==> src/rtl/layer_0_window_sequencer.sv <==
// Layer-0 convolution window sequencer.
// For each image, issues every (kernel, row, col) window descriptor to the PE array over a
// valid/ready handshake, counts returned PE results and pulses layer_0_calc_fin once all
// results are back. Optional sticky seq_err output is enabled by defining
// LAYER_0_SEQ_ERR_CHECK_EN.
// Note: rst_n is a synchronous, active-HIGH reset despite its name.
module layer_0_window_sequencer #(
  parameter int unsigned IMAGE_SIZE  = 32,
  parameter int unsigned KERNEL_SIZE = 5,
  parameter int unsigned KERNEL_NUM  = 6,
  localparam int unsigned OUT_SIZE   = IMAGE_SIZE - KERNEL_SIZE + 1,
  localparam int unsigned TOTAL      = OUT_SIZE * OUT_SIZE * KERNEL_NUM,
  localparam int unsigned POS_W      = (OUT_SIZE > 1) ? $clog2(OUT_SIZE) : 1,
  localparam int unsigned KER_W      = (KERNEL_NUM > 1) ? $clog2(KERNEL_NUM) : 1,
  localparam int unsigned ADDR_W     = (IMAGE_SIZE > 1) ? $clog2(IMAGE_SIZE * IMAGE_SIZE) : 1,
  localparam int unsigned CNT_W      = $clog2(TOTAL + 1)
) (
  input  logic              clk,
  input  logic              rst_n,
  input  logic              layer_0_en,
  output logic              win_valid,
  input  logic              win_ready,
  output logic [POS_W-1:0]  win_row,
  output logic [POS_W-1:0]  win_col,
  output logic [ADDR_W-1:0] win_addr,
  output logic [KER_W-1:0]  kernel_idx,
  input  logic              result_valid,
  output logic              layer_0_calc_fin,
  output logic              busy
`ifdef LAYER_0_SEQ_ERR_CHECK_EN
  ,
  output logic              seq_err
`endif
);

  localparam logic [POS_W-1:0]  PosLast  = POS_W'(OUT_SIZE - 1);
  localparam logic [KER_W-1:0]  KerLast  = KER_W'(KERNEL_NUM - 1);
  localparam logic [CNT_W-1:0]  CntTotal = CNT_W'(TOTAL);
  localparam logic [ADDR_W-1:0] ImgSize  = ADDR_W'(IMAGE_SIZE);

  typedef enum logic [1:0] {StIdle, StIssue, StDrain, StFin} state_e;

  state_e             state_q;
  logic [CNT_W-1:0]   result_cnt_q;

  logic               hs;
  logic               last_hs;
  logic [POS_W-1:0]   row_nxt;
  logic [POS_W-1:0]   col_nxt;
  logic [KER_W-1:0]   ker_nxt;
  logic [ADDR_W-1:0]  addr_nxt;
  logic [CNT_W-1:0]   cnt_nxt;

  // Next window position (col fastest, then row, then kernel) and its top-left pixel address.
  always_comb begin
    hs      = win_valid & win_ready;
    last_hs = hs & (win_col == PosLast) & (win_row == PosLast) & (kernel_idx == KerLast);
    row_nxt = win_row;
    col_nxt = win_col;
    ker_nxt = kernel_idx;
    if (win_col == PosLast) begin
      col_nxt = '0;
      if (win_row == PosLast) begin
        row_nxt = '0;
        ker_nxt = kernel_idx + KER_W'(1);
      end else begin
        row_nxt = win_row + POS_W'(1);
      end
    end else begin
      col_nxt = win_col + POS_W'(1);
    end
    // After the final window the descriptor returns to the origin.
    if (last_hs) begin
      row_nxt = '0;
      col_nxt = '0;
      ker_nxt = '0;
    end
    addr_nxt = ADDR_W'(row_nxt) * ImgSize + ADDR_W'(col_nxt);
    cnt_nxt  = result_cnt_q;
    if (result_valid && (result_cnt_q != CntTotal)) begin
      cnt_nxt = result_cnt_q + CNT_W'(1);
    end
  end

  // Sequencer FSM with registered descriptor, status and completion outputs.
  always_ff @(posedge clk) begin
    if (rst_n) begin
      state_q          <= StIdle;
      result_cnt_q     <= '0;
      win_valid        <= 1'b0;
      win_row          <= '0;
      win_col          <= '0;
      win_addr         <= '0;
      kernel_idx       <= '0;
      layer_0_calc_fin <= 1'b0;
      busy             <= 1'b0;
    end else begin
      layer_0_calc_fin <= 1'b0;
      unique case (state_q)
        StIdle: begin
          if (layer_0_en) begin
            state_q      <= StIssue;
            win_valid    <= 1'b1;
            busy         <= 1'b1;
            result_cnt_q <= '0;
            win_row      <= '0;
            win_col      <= '0;
            win_addr     <= '0;
            kernel_idx   <= '0;
          end
        end
        StIssue: begin
          if (!layer_0_en) begin
            state_q      <= StIdle;
            win_valid    <= 1'b0;
            busy         <= 1'b0;
            result_cnt_q <= '0;
            win_row      <= '0;
            win_col      <= '0;
            win_addr     <= '0;
            kernel_idx   <= '0;
          end else begin
            result_cnt_q <= cnt_nxt;
            if (hs) begin
              win_row    <= row_nxt;
              win_col    <= col_nxt;
              win_addr   <= addr_nxt;
              kernel_idx <= ker_nxt;
              if (last_hs) begin
                state_q   <= StDrain;
                win_valid <= 1'b0;
              end
            end
          end
        end
        StDrain: begin
          if (!layer_0_en) begin
            state_q      <= StIdle;
            busy         <= 1'b0;
            result_cnt_q <= '0;
          end else begin
            result_cnt_q <= cnt_nxt;
            // Uses the registered count, so FIN always gets its own cycle after DRAIN.
            if (result_cnt_q == CntTotal) begin
              state_q          <= StFin;
              layer_0_calc_fin <= 1'b1;
            end
          end
        end
        StFin: begin
          state_q      <= StIdle;
          busy         <= 1'b0;
          result_cnt_q <= '0;
        end
        default: begin
          state_q   <= StIdle;
          win_valid <= 1'b0;
          busy      <= 1'b0;
        end
      endcase
    end
  end

`ifdef LAYER_0_SEQ_ERR_CHECK_EN
  // Sticky flag for results that arrive when none can be outstanding.
  always_ff @(posedge clk) begin
    if (rst_n) begin
      seq_err <= 1'b0;
    end else if (result_valid && ((state_q == StIdle) || (result_cnt_q == CntTotal))) begin
      seq_err <= 1'b1;
    end
  end
`endif

endmodule
==> config.mk <==
export PLATFORM = sky130hd
export DESIGN_NAME = layer_0_window_sequencer
export DESIGN_NICKNAME = d
export VERILOG_FILES = /design/src/rtl/layer_0_window_sequencer.sv
export SDC_FILE = /design/constraint.sdc
export NUM_CORES = 1
export LEC_CHECK = 0
export ABC_CLOCK_PERIOD_IN_PS = 2800
export BUFFER_PORTS_ARGS = -buffer_cell sky130_fd_sc_hd__buf_2
export CORE_UTILIZATION = 25
export CTS_CLUSTER_SIZE = 30
export DETAILED_ROUTE_END_ITERATION = 7
export PLACE_DENSITY = 0.47
export SYNTH_ARGS = -nofsm -noshare
export SYNTH_HDL_FRONTEND = slang
export SYNTH_SLANG_ARGS = --single-unit
==> constraint.sdc <==
create_clock -name clk -period 2.8 [get_ports clk]
set_input_delay 0.42 -clock clk [delete_from_list [all_inputs] [get_ports clk]]
set_output_delay 0.42 -clock clk [all_outputs]
set_load 0.01 [all_outputs]
; Word level (Yosys, flattened, before mapping)
; Cells that the tools add are included.
[classes]
add_sub_neg = 5
muxes = 42
bitwise_logic = 6
reduce_logical = 11
eq_ne = 16
[op_table]
columns = cell, count
row1 = two-way mux 5 bit, 10
row2 = two-way mux 13 bit, 3
row3 = one-hot mux 13 bit (3 select lines), 1
row4 = two-way mux 10 bit, 3
row5 = one-hot mux 10 bit (2 select lines), 1
row6 = one-hot mux 5 bit (2 select lines), 2
row7 = two-way mux 3 bit, 6
row8 = adder 13 x 1 -> 13 bit (second input constant), 1
row9 = == test 13 bit (second input constant), 1
row10 = != test 13 bit (second input constant), 1
row11 = two-way mux 2 bit, 6
row12 = adder 10 x 5 -> 10 bit, 1
row13 = adder 5 x 1 -> 5 bit (second input constant), 2
row14 = == test 5 bit (second input constant), 2
row15 = != test 3 bit (second input constant), 3
row16 = != test 4 bit (second input constant), 2
row17 = one-hot mux 2 bit (4 select lines), 1
row18 = AND reduction 4 bit, 2
row19 = two-way mux 1 bit, 6
row20 = one-hot mux 3 bit (2 select lines), 1
row21 = AND reduction 5 bit, 1
row22 = bitwise AND 1 bit, 4
row23 = == test 2 bit (second input constant), 2
row24 = != test 2 bit (second input constant), 2
row25 = other kinds (14), 16
[word_totals]
reg_bits = 41
inputBits = 5
output_inout_bits = 26
word_cells = 89

; Depth between registers and ports, before layout
[depth]
word_depth = 9
depth_mapped = 8
mapped_depth_nobuf = 6

; Worst setup path before layout
; Ideal clock, no wire load.
[synth_timing]
path_kind = reg-to-reg
start = register state_q[0]
end = register result_cnt_q[12]
path_stages_with_launch = 9
required_ns = 2.730
arrival_time_ns = 1.911
slack_ns = 0.819
setup_time_ns = 0.070
n_path_buf = 2
period_less_slack_ns = 1.981
path_cell_list = dfxtp_1 inv_1 ha_1 buf_2 mux2_4 and4_1 buf_6 or4_1 a21oi_1
[synth_via]
elab_chain_cells = 4
elab_cells_between_ends = 9
cone_classes = eq/ne (5) / mux (1) / reduce/logical (3)
[synth_lines]
columns = item, line_no
row1 = "start, declared", 43  ; state_e state_q;
row2 = "start signal, assigned", 88  ; state_q <= StIdle;
row3 = "start signal, assigned", 102  ; state_q <= StIssue;
row4 = "start signal, assigned", 114  ; state_q <= StIdle;
row5 = == test 2 bit / == test 2 x 1 -> 1 bit (equally long branches), 99  ; unique case (state_q)
row6 = OR reduction 2 bit (no source line), -
row7 = != test 3 x 2 -> 1 bit (no source line), -
row8 = AND reduction 2 bit (no source line), -
row9 = "end signal, assigned", 123  ; result_cnt_q <= cnt_nxt;
row10 = "end signal, assigned", 142  ; result_cnt_q <= cnt_nxt;
row11 = "end, declared", 44  ; logic [CNT_W-1:0] result_cnt_q;
; Parallel ways exist; a longest one is shown, timed or not.
; A chain may end at the register's enable or synchronous reset.

; Worst setup path after layout
[layout_timing]
start = register win_col[0]
end = register state_q[0]
[layout_via]
elab_chain_cells = 6
[layout_lines]
columns = item, line_no
row1 = "start, declared", 24  ; output logic [POS_W-1:0] win_col,
row2 = "start signal, assigned", 126  ; win_col <= col_nxt;
row3 = == test 5 bit, 57  ; last_hs = hs & (win_col == PosLast) & (win_row == PosLast) & (kernel_idx == KerLast);
row4 = bitwise AND 1 bit (3 in a row), 57
row5 = != test 3 bit (no source line), -
row6 = AND reduction 4 bit (no source line), -
; Every way passes these cells.

==> flow_metrics.env <==
export IMPL_dp_cells=329
export IMPL_setup_worst_path_start_class="flip-flop"
export IMPL_synth_top_cell_by_area="sky130_fd_sc_hd__dfxtp_1"
export IMPL_finalSetupTns_ps=0
export IMPL_pre_cts_ws_ps=720
export IMPL_finish_utilization_pct=30.4
export IMPL_finalWirelength_um=4270
export IMPL_outcome="completed"
export IMPL_power_leakage_nw=0.797
export IMPL_drtPass1Iterations=4
export IMPL_max_clock_path_buffers=2
export IMPL_core_area_um2=6940
export IMPL_fin_total_pwr_mw=1.18
export IMPL_post_synth_main_area_contributors="sky130_fd_sc_hd__dfxtp_1, sky130_fd_sc_hd__ha_1, sky130_fd_sc_hd__a21oi_1, sky130_fd_sc_hd__nand2_1, sky130_fd_sc_hd__buf_4"
export IMPL_mean_syn_cell_area_um2=8.40
export IMPL_synth_fa_ha_area_share_pct=6.12
export IMPL_dp_area_um2=2000
export IMPL_timing_reg2reg_worst_path_depth=5
export IMPL_power_per_cell_area_nw_per_um2=560
export IMPL_synth_enable_flop_cells=0
export IMPL_final_antenna_net_count=0
export IMPL_fin_area_um2=2110
export IMPL_route_detailed_drc=0
export IMPL_netlist_area_leader_share_pct=33.7
export IMPL_place_port_buffers=30
export IMPL_synth_area_in_compound_gates_pct=22.6
export IMPL_synthesis_to_layout_area_growth_pct=14.8
export IMPL_synthSimpleGateAreaFrac_pct=24.9
export IMPL_finalWeightedCongestion=0.723
export IMPL_synth_most_common_cell="sky130_fd_sc_hd__dfxtp_1"
export IMPL_number_of_antenna_violations_at_the_first_check_in_global_routing=0
export IMPL_timing_critical_path_fanout_max=8
export IMPL_synth_seq_area_share_pct=33.7
export IMPL_setup_worst_path_class="flip-flop to flip-flop"
export IMPL_synthDistinctLibCells=54
export IMPL_worst_r2r_setup_slack_ps=720
export IMPL_clock_input_transition_at_the_sequential_cells_of_the_worst_setup_and_hold_paths_ps=70
export IMPL_syn_instance_count=219
export IMPL_maxClockFrequency_mhz=481
export IMPL_critical_path_endpoint="state_q[0]"
export IMPL_cts_repair_timing_setup_buffer_count=0
export IMPL_critical_path_reg2reg_startpoint="win_col[0]"
export IMPL_die_area_um2=7710
export IMPL_vdd_drop_max_uv=197
export IMPL_syn_cell_area_um2=1840
export IMPL_final_hold_worst_slack_ps=466
export IMPL_hpwl_um=3170
export IMPL_max_slew_worst_pin_slew_ps=781
export IMPL_synth_fp_nets=233
export IMPL_avgRoutedWirePerCell_um=12.7
export IMPL_report_final_setup_viol=0
export IMPL_ctsHtreeMaxLevel=2
export IMPL_std_cell_rows=30
export IMPL_worst_case_setup_margin_in_the_final_layout_ps=722
export IMPL_clock_insertion_delay_worst_skew_ps=280
export IMPL_insertedDiodeCount=0
export IMPL_post_route_period_util_pct=74.2
export IMPL_grt_first_pass_wirelength_um=7310
export IMPL_drt_iter0_markers=114
export IMPL_grt_start_max_net_pins=17
export IMPL_final_cell_count_no_fill=337
export IMPL_synth_top_family_by_area="simple AND/OR/NAND/NOR gates"
export IMPL_floorplan_initialDensity_pct=26.5
export IMPL_clock_root_buffer="sky130_fd_sc_hd__clkbuf_8"
export IMPL_ys_warn_count=0
export IMPL_layout_min_cycle_time_ps=2080
export IMPL_end_kind="flip-flop"
export IMPL_filler_cell_count=755
export IMPL_synthesized_flop_and_latch_total=31
export IMPL_numCtsBuffers=5
export IMPL_cts_hold_buffers=0
export IMPL_num_vias=1733
export IMPL_io_pins=31
export IMPL_worst_clock_skew_ps=12.6
export IMPL_post_synth_xor_area_fraction_pct=0.952
export IMPL_synth_commonest_cells="sky130_fd_sc_hd__dfxtp_1, sky130_fd_sc_hd__nand2_1, sky130_fd_sc_hd__a21oi_1, sky130_fd_sc_hd__inv_1"
export IMPL_first_global_vias=1571
export IMPL_post_synth_mux_area_share_pct=2.45
export IMPL_asyncSetResetFlopFracSynth_pct=0
export IMPL_grt_overflow_total=0
export IMPL_timing_final_max_slew_violations=0
export IMPL_final_nets=254
export IMPL_tritoncts="built"
export IMPL_data_arrival_time_of_the_worst_path_ps=2250
export IMPL_grt_setup_unrepaired="false"
export IMPL_hold_path_class="flip-flop to flip-flop"
export IMPL_min_from="busy"
export IMPL_via_per_inst=5.14
export IMPL_final_hold_viol_count=0
export IMPL_grt_use_total_pct=12.1
export IMPL_primary_flip_flop_cell_chosen_by_synthesis_mapping="sky130_fd_sc_hd__dfxtp_1"
export IMPL_critical_path_reg2reg_endpoint="state_q[0]"
export IMPL_clkSinkCount=31
export IMPL_cp_startpoint="win_col[0]"
export IMPL_die_w_um=87.8
export IMPL_die_h_um=87.8
export IMPL_timing_slew_headroom_pct=47.4
export IMPL_worstPathRequired_ps=2970
export IMPL_cts_resized_gates=0
export IMPL_final_layout_size_suffix_gt1_share_pct=17.4
export IMPL_maxCapViolations=0
cell type report:
class | instances | area, um2 | area share, %
clock buffers | 6 | 82.6 | 3.91
clock inverters | 2 | 35.0 | 1.66
inverters | 15 | 56.3 | 2.66
multi-input cells | 157 | 1050 | 49.6
flip-flops and latches | 31 | 621 | 29.4
well taps | 96 | 120 | 5.68
repair buffers | 30 | 150 | 7.10
worst min path at each step:
stage / slack, ps / end / depth (start not counted)
after floorplan: 450 / result_cnt_q[12] / 2
after global placement: 460 / busy / 2
after detailed placement: 470 / busy / 2
after CTS: 470 / busy / 2
after global routing: 500 / busy / 2
final: 470 / busy / 2
flip-flops by register name, indices dropped and copies added, names as in the netlist:
name,cells
result_cnt_q,13
win_addr,1
state_q,2
win_valid,1
win_row,5
win_col,4
kernel_idx,3
busy,1
layer_0_calc_fin,1
worst max-delay path, cell delays in order (launching register included):
cell and delay [ps]:
sky130_fd_sc_hd__dfxtp_1 400, sky130_fd_sc_hd__ha_1 270, sky130_fd_sc_hd__and4b_1 390, sky130_fd_sc_hd__a31oi_1 220
sky130_fd_sc_hd__or4b_1 560, sky130_fd_sc_hd__o211a_1 140
where the power goes:
part	switching, mW	internal (mW)	leakage, nW
Sequential	0.0184	0.460	0.251
Combinational	0.156	0.0827	0.485
Clock	0.178	0.288	0.0612
Total	0.353	0.830	0.797
layout by cell type, fill, tap and decap left out, types with 2 or more instances in the layout:
cell | netlist | layout
sky130_fd_sc_hd__a211oi_1 | 2 | 2
sky130_fd_sc_hd__a21boi_1 | 2 | 2
sky130_fd_sc_hd__a21oi_1 | 20 | 20
sky130_fd_sc_hd__a311oi_1 | 2 | 2
sky130_fd_sc_hd__and3_1 | 3 | 3
sky130_fd_sc_hd__and4_1 | 4 | 4
sky130_fd_sc_hd__and4b_1 | 2 | 2
sky130_fd_sc_hd__buf_2 | 2 | 30
sky130_fd_sc_hd__clkbuf_8 | 0 | 6
sky130_fd_sc_hd__dfxtp_1 | 31 | 31
sky130_fd_sc_hd__ha_1 | 9 | 9
sky130_fd_sc_hd__inv_1 | 13 | 13
sky130_fd_sc_hd__mux2i_1 | 3 | 3
sky130_fd_sc_hd__nand2_1 | 21 | 21
sky130_fd_sc_hd__nand2b_1 | 4 | 4
sky130_fd_sc_hd__nand3_1 | 10 | 10
sky130_fd_sc_hd__nand4_1 | 6 | 6
sky130_fd_sc_hd__nor2_1 | 7 | 7
sky130_fd_sc_hd__nor3_1 | 2 | 2
sky130_fd_sc_hd__nor4_1 | 4 | 4
sky130_fd_sc_hd__o211ai_1 | 2 | 2
sky130_fd_sc_hd__o21a_1 | 2 | 2
sky130_fd_sc_hd__o21ai_0 | 6 | 6
sky130_fd_sc_hd__o21ai_1 | 6 | 6
sky130_fd_sc_hd__o31a_1 | 2 | 2
sky130_fd_sc_hd__o31ai_1 | 4 | 4
sky130_fd_sc_hd__o32ai_1 | 2 | 2
sky130_fd_sc_hd__or3_1 | 6 | 6
sky130_fd_sc_hd__or4_1 | 4 | 4
sky130_fd_sc_hd__or4b_1 | 2 | 2
routing by layer:
layer | global-route usage [%] | part of all wire (%) | vias to the layer above
met3 | 3.02 | 3.8 | 4
met4 | 5.51 | 0.89 | 0
met1 | 15.3 | 49 | 842
met5 | 0 | 0 | -
met2 | 19.5 | 46 | 36
li1 | - | - | 851
kinds of logic (layout without fill, tap and decap cells):
kind of cell,after synthesis,in the layout
adder cells (fa/ha/maj),9,9
XOR/XNOR,2,2
AO/OA/AOI/OAI,61,61
flip-flops,31,31
buffers and inverters,31,53
AND/OR/NAND/NOR,81,81
multiplexers,4,4
Power figures use the tool's default switching activity.
